<file path="config.mk">
export PLATFORM = sky130hd
export DESIGN_NAME = pmem_line_arbiter
export DESIGN_NICKNAME = d
export VERILOG_FILES = /design/src/rtl/pmem_line_arbiter_pkg.sv /design/src/rtl/pmem_line_arbiter_rr_picker.sv /design/src/rtl/pmem_line_arbiter.sv
export SDC_FILE = /design/constraint.sdc
export NUM_CORES = 1
export LEC_CHECK = 0
export CORE_AREA = 8 8 528 530
export CTS_CLUSTER_SIZE = 30
export DETAILED_ROUTE_END_ITERATION = 6
export DIE_AREA = 0 0 536 538
export GPL_TIMING_DRIVEN = 0
export PLACE_DENSITY = 0.35
export SYNTH_ARGS = -nofsm -noshare
export SYNTH_HDL_FRONTEND = slang
export SYNTH_SLANG_ARGS = --single-unit
</file>
<file path="constraint.sdc">
create_clock -name clk -period 1.9 [get_ports clk]
set_input_delay 0.285 -clock clk [delete_from_list [all_inputs] [get_ports clk]]
set_output_delay 0.285 -clock clk [all_outputs]
set_load 0.02 [all_outputs]
</file>
<file path="src/rtl/pmem_line_arbiter_pkg.sv">
`default_nettype none
// ============================================================================
// Module      : pmem_line_arbiter_pkg
// Description : Shared types and helpers for the physical-memory line arbiter.
// Revision    : 1.0 - initial release
// ============================================================================
package pmem_line_arbiter_pkg;

   // Arbiter FSM encoding; width is fixed so the state register is explicit.
   localparam int ARB_STATE_W = 2;

   typedef enum logic [ARB_STATE_W-1:0] {
      ARB_IDLE = 2'd0,
      ARB_BUSY = 2'd1,
      ARB_DONE = 2'd2
   } arb_state_t;

   // Arbitration policy selected by the ARB_MODE parameter.
   typedef enum logic {
      ARB_FIXED = 1'b0,
      ARB_RR    = 1'b1
   } arb_mode_t;

   // Width of a client index; a single client still needs one bit of storage.
   function automatic int idx_width(input int n);
      return (n > 1) ? $clog2(n) : 1;
   endfunction

endpackage : pmem_line_arbiter_pkg
`default_nettype wire

</file>
<file path="src/rtl/pmem_line_arbiter_rr_picker.sv">
`default_nettype none
// ============================================================================
// Module      : pmem_line_arbiter_rr_picker
// Description : Rotated priority encoder. Returns the first requesting index
//               at or after start_i, searching upward with wrap-around.
//               Tying start_i to zero gives plain lowest-index priority.
// Revision    : 1.0 - initial release
// ============================================================================
module pmem_line_arbiter_rr_picker
   import pmem_line_arbiter_pkg::*;
#(
   parameter int NUM_CLIENTS = 2,
   parameter int IDX_W       = 1
) (
   input  logic [NUM_CLIENTS-1:0] req_i,
   input  logic [IDX_W-1:0]       start_i,
   output logic                   found_o,
   output logic [IDX_W-1:0]       idx_o
);

   // Walk the candidates in rotated order and keep the first one that requests.
   always_comb begin : p_pick
      int         cand_full;
      logic [IDX_W-1:0] cand;
      found_o   = 1'b0;
      idx_o     = '0;
      cand_full = 0;
      cand      = '0;
      for (int k = 0; k < NUM_CLIENTS; k++) begin
         cand_full = int'(start_i) + k;
         if (cand_full >= NUM_CLIENTS) begin
            cand_full = cand_full - NUM_CLIENTS;
         end
         cand = IDX_W'(cand_full);
         if (!found_o && req_i[cand]) begin
            found_o = 1'b1;
            idx_o   = cand;
         end
      end
   end

endmodule : pmem_line_arbiter_rr_picker
`default_nettype wire

</file>
<file path="src/rtl/pmem_line_arbiter.sv">
`default_nettype none
// ============================================================================
// Module      : pmem_line_arbiter
// Description : N-client arbiter in front of the single physical-memory line
//               port. One full-line transfer at a time, with the winner's
//               address, write data and operation latched at grant so that
//               client inputs may change freely while memory is busy.
//               Fixed-priority or round-robin selection.
// Revision    : 1.0 - initial release
// ============================================================================
module pmem_line_arbiter
   import pmem_line_arbiter_pkg::*;
#(
   parameter int NUM_CLIENTS = 2,
   parameter int LINE_WIDTH  = 256,
   parameter int ADDR_WIDTH  = 32,
   parameter int ARB_MODE    = 1
) (
   input  logic                              clk,
   input  logic                              rst,
   input  logic [NUM_CLIENTS-1:0]            req_read,
   input  logic [NUM_CLIENTS-1:0]            req_write,
   input  logic [NUM_CLIENTS*ADDR_WIDTH-1:0] req_addr,
   input  logic [NUM_CLIENTS*LINE_WIDTH-1:0] req_wdata,
   output logic [LINE_WIDTH-1:0]             req_rdata,
   output logic [NUM_CLIENTS-1:0]            req_resp,
   output logic                              pmem_read,
   output logic                              pmem_write,
   output logic [ADDR_WIDTH-1:0]             pmem_address,
   output logic [LINE_WIDTH-1:0]             pmem_wdata,
   input  logic [LINE_WIDTH-1:0]             pmem_rdata,
   input  logic                              pmem_resp
);

   localparam int IDX_W = idx_width(NUM_CLIENTS);

   // ------------------------------------------------------------------------
   // State and latch registers
   // ------------------------------------------------------------------------
   arb_state_t             state_q, state_d;
   logic [IDX_W-1:0]       grant_q;
   logic [IDX_W-1:0]       rr_ptr_q;
   logic [ADDR_WIDTH-1:0]  addr_q;
   logic [LINE_WIDTH-1:0]  wdata_q;
   logic                   op_wr_q;
   logic [LINE_WIDTH-1:0]  rdata_q;

   // ------------------------------------------------------------------------
   // Request selection
   // ------------------------------------------------------------------------
   logic [NUM_CLIENTS-1:0] w_req;
   logic [IDX_W-1:0]       w_start;
   logic                   w_found;
   logic [IDX_W-1:0]       w_win_idx;
   logic [ADDR_WIDTH-1:0]  w_win_addr;
   logic [LINE_WIDTH-1:0]  w_win_wdata;
   logic                   w_win_wr;
   logic [IDX_W-1:0]       w_rr_next;

   // A client is requesting if either op is raised; write dominates later.
   assign w_req = req_read | req_write;

   // Fixed mode always searches from client 0; round-robin from the pointer.
   assign w_start = (ARB_MODE == int'(ARB_RR)) ? rr_ptr_q : '0;

   pmem_line_arbiter_rr_picker #(
      .NUM_CLIENTS (NUM_CLIENTS),
      .IDX_W       (IDX_W)
   ) u_picker (
      .req_i   (w_req),
      .start_i (w_start),
      .found_o (w_found),
      .idx_o   (w_win_idx)
   );

   // Mux out the winner's address, data and operation for latching at grant.
   always_comb begin
      w_win_addr  = '0;
      w_win_wdata = '0;
      w_win_wr    = 1'b0;
      for (int i = 0; i < NUM_CLIENTS; i++) begin
         if (w_win_idx == IDX_W'(i)) begin
            w_win_addr  = req_addr[i*ADDR_WIDTH +: ADDR_WIDTH];
            w_win_wdata = req_wdata[i*LINE_WIDTH +: LINE_WIDTH];
            w_win_wr    = req_write[i];
         end
      end
   end

   // Pointer to the client after the one just served, wrapping at the top.
   always_comb begin
      if (grant_q == IDX_W'(NUM_CLIENTS-1)) begin
         w_rr_next = '0;
      end else begin
         w_rr_next = grant_q + 1'b1;
      end
   end

   // ------------------------------------------------------------------------
   // FSM
   // ------------------------------------------------------------------------

   // State register; reset drops any in-flight transfer without a response.
   always_ff @(posedge clk) begin
      if (!rst) begin
         state_q <= ARB_IDLE;
      end else begin
         state_q <= state_d;
      end
   end

   // Next state: grant when anyone asks, hold for memory, then one-cycle done.
   always_comb begin
      state_d = state_q;
      case (state_q)
         ARB_IDLE: if (w_found)   state_d = ARB_BUSY;
         ARB_BUSY: if (pmem_resp) state_d = ARB_DONE;
         ARB_DONE:                state_d = ARB_IDLE;
         default:                 state_d = ARB_IDLE;
      endcase
   end

   // Outputs: memory strobes only while busy, client response only when done.
   always_comb begin
      pmem_read  = 1'b0;
      pmem_write = 1'b0;
      req_resp   = '0;
      if (state_q == ARB_BUSY) begin
         pmem_read  = ~op_wr_q;
         pmem_write =  op_wr_q;
      end
      if (state_q == ARB_DONE) begin
         for (int i = 0; i < NUM_CLIENTS; i++) begin
            req_resp[i] = (grant_q == IDX_W'(i));
         end
      end
   end

   // Address and data always come from the latches, never from live inputs.
   assign pmem_address = addr_q;
   assign pmem_wdata   = wdata_q;
   assign req_rdata    = rdata_q;

   // ------------------------------------------------------------------------
   // Datapath registers
   // ------------------------------------------------------------------------

   // Latch the winner at grant, capture read data on completion, advance RR.
   always_ff @(posedge clk) begin
      if (!rst) begin
         grant_q  <= '0;
         rr_ptr_q <= '0;
         addr_q   <= '0;
         wdata_q  <= '0;
         op_wr_q  <= 1'b0;
         rdata_q  <= '0;
      end else begin
         case (state_q)
            ARB_IDLE: begin
               if (w_found) begin
                  grant_q <= w_win_idx;
                  addr_q  <= w_win_addr;
                  wdata_q <= w_win_wdata;
                  op_wr_q <= w_win_wr;
               end
            end
            ARB_BUSY: begin
               if (pmem_resp && !op_wr_q) begin
                  rdata_q <= pmem_rdata;
               end
            end
            ARB_DONE: begin
               if (ARB_MODE == int'(ARB_RR)) begin
                  rr_ptr_q <= w_rr_next;
               end
            end
            default: ;
         endcase
      end
   end

endmodule : pmem_line_arbiter
`default_nettype wire

</file>
==> flow_summary_export.csv <==
group,metric,value,unit
outcome,outcome,"completed",
timing,fmax,526.7,MHz
grt,antenna_found_initial,174,
routing,post_drt_wl_per_cell,30.66,um
placed_design,place.gp.congestion,0.9232,
synth,ys_ff_latch,549,
timing,slew_headroom,39.33,%
setup_path,required,1.62,ns
synth,synthDistinctLibCells,27,
power_and_ir_drop,max-vdd-ir-drop,0.0009078,V
setup_path,crit_type,"flip-flop to output port",
synth,synth_most_common_cell,"dfxtp_1",
clocking,clockBufferDepth,3,
timing,fin_ws,0.001369,ns
timing,fin_hold_ws,0.06188,ns
synth,synth-edff-count,0,
placed_design,dp_hpwl,209.7,mm
routing,vias,30310,
setup_path,r2r_end,"pmem_wdata[217]$_SDFFE_PN0P_",
setup_path,r2r_cells,6,
timing,finalSetupViolCount,0,
grt,gr-total-overflow,0,
setup_path,crit_path_start_kind,"flip-flop",
clocking,h-tree-depth,3,
synth,netlist_top_cells_area,"dfxtp_1 (47%), a21oi_1 (12%), nand2_1 (8.3%)",
timing,maxSlewViolCount,0,
final_layout,nets,5174,
setup_path,r2r_setup_slack,0.04,ns
timing,hold_violations,0,
synth,synth_simple_gate_area_share,14.89,%
synth,seq_area_frac_synth,47.23,%
clocking,clk_pin_slew_worst_paths,0.07,ns
clocking,cts_tree,"yes",
setup_path,crit_path_end_kind,"output port",
hold_path,min_from,"req_write[0]",
synth,synth_top_area_cell,"dfxtp_1",
timing,tns,0,ns
placed_design,placed_area,41620,um^2
grt,grt_max_degree,20,
timing,fin_crit,1.899,ns
synth,synth-compound-area-share,31.67,%
clocking,cts_made_buffers,80,
routing,drc,0,
job,cap_viol_max_count,0,
timing,rsz0062_at_grt,"true",
grt,grt_pass1_vias,30040,
synth,synth_ff_type,"dfxtp_1",
setup_path,timing.rr.start,"rr_ptr_q$_SDFFE_PN0N_",
synth,syn_nets,3679,
synth,synth_commonest_cells,"dfxtp_1 (549), a21oi_1 (547), nand2_1 (514)",
setup_path,cp-endpoint,"pmem_write",
clocking,cts_root_buf,"clkbuf_16",
placed_design,port_buffers,1386,
routing,drt-pass1-iter-count,6,
floorplanning,ios,1387,
synth,yosysWarnings,0,
final_layout,stdcell_count,8012,
power_and_ir_drop,p_total,39.34,mW
hold_path,min-delay-path-class,"primary input to flip-flop",
clocking,clk_latency,0.70,ns
routing,ant_nets,0,
synth,synth_fa_ha_area_share,0,%
synth,synth_xor_area_share,0,%
final_layout,layout-drive-gt1-share,15.40,%
floorplanning,die-height,538,um
setup_path,crit_start,"op_wr_q$_SDFFE_PN0P_",
floorplanning,rows,191,
placed_design,dp.cells,7796,
routing,routed_wl,245.6,mm
synth,synth_top_family_by_area,"compound AO/OA/AOI/OAI gates",
routing,drt-initial-drc-count,2139,
grt,grt_first_pass_wirelength,311.8,mm
final_layout,utilization,16.95,%
floorplanning,core,269800,um^2
synth,async_flop_share,0,%
clocking,clock_sinks,549,
synth,synth_area,23270,um^2
setup_path,cp_max_fo,4,
final_layout,syn2layout_area_growth,96.57,%
synth,postSynthCellCount,2840,
setup_path,arrival,1.61,ns
timing,post-route-period-util,99.93,%
placed_design,post-place-ws,-1.986,ns
power_and_ir_drop,p_leak,16.93,nW
timing,max_slew.worst_pin.slew,0.9100,ns
floorplanning,start_util,8.625,%
timing,fin_skew,0.05504,ns
synth,synthMuxAreaShare,0,%
synth,synth_top_area_share,47.23,%
floorplanning,die_w,536,um
power_and_ir_drop,powerDensity,860.1,nW/um^2
routing,drt-vias-per-instance,3.783,
final_layout,final_cell_area,45740,um^2
floorplanning,die_area,288400,um^2
grt,gr-usage-all-layers,16.07,%
synth,syn_avg_cell_area,8.194,um^2
[worst max-delay path: stages (launching register included)]
cell,delay (ns)
dfxtp_4,0.46
buf_12,0.14
inv_2,0.03
nor2_1,0.09
buf_4,0.18
[kinds of logic after synthesis]
group                  count (synthesis)
DFF                                  549
and+or+nand+nor                      818
AOI/OAI and AO/OA                   1129
buffers and inverters                344
[registers in the layout, indices dropped and copies added (netlist names)]
signal        flops
op_wr_q           1
rr_ptr_q          1
grant_q           1
req_rdata       256
pmem_address     32
state_q           2
pmem_wdata      256
[worst min-delay path by stage]
stage,end,cells past startpoint,slack (ns)
floorplan,state_q[1]$_SDFFE_PN0P_,2,0.40
CTS,req_rdata[241]$_SDFFE_PN0P_,3,0.03
global route,op_wr_q$_SDFFE_PN0P_,3,0.02
global placement,req_rdata[127]$_SDFFE_PN0P_,2,0.44
detailed placement,req_rdata[223]$_SDFFE_PN0P_,2,0.45
finish,op_wr_q$_SDFFE_PN0P_,3,0.06
[final cells by class]
class                   count  area (um^2)
repair buffers           1419        13890
clock buffers             119         2278
plain buffers             335         2310
fillers                 30550       224100
flip-flops and latches    549        11020
multi-input cells        1947        11370
well taps                3570         4467
diodes                     45        112.6
inverters                   3        11.26
clock inverters            25        285.3
[power breakdown]
group | internal [mW] | switching, mW
registers | 12.6 | 0.795
clock network | 8.64 | 6.55
logic | 4.38 | 6.41
total | 25.6 | 13.8
[cell usage in the layout (no fill, tap or decap), drive strengths merged, types with 2 or more instances in the layout]
cell / Yosys / routed
a311oi: 289 / 289
nand2: 514 / 514
clkdlybuf4s15: 0 / 85
clkinv: 0 / 18
inv: 3 / 8
clkdlybuf4s18: 0 / 2
dfxtp: 549 / 549
bufinv: 0 / 2
nor2: 6 / 6
buf: 68 / 125
a21oi: 547 / 547
clkdlybuf4s50: 0 / 837
clkbuf: 273 / 370
nand3: 289 / 289
o21ai: 289 / 289
diode: 0 / 45
dlygate4sd2: 0 / 453
[layer usage]
| metal | wire length (um) | share of wire [%] | global-route usage, % | vias up |
|---|---|---|---|---|
| met1 | 93890 | 38 | 18.18 | 14790 |
| li1 | - | - | - | 13420 |
| met4 | 5020 | 2.0 | 3.423 | 130 |
| met3 | 28000 | 11 | 7.514 | 372 |
| met5 | 844 | 0.34 | 0 | - |
| met2 | 117900 | 48 | 27.59 | 1595 |
[timing repair]
item,4_1_cts,5_1_grt
setup buffers,20,5
setup endpoints to repair,1095,424
hold buffers,0,0
pin swaps,18,25
gates cloned,6,3
gates resized for setup,1193,176
Note: power is estimated with default switching activity, not from simulation.
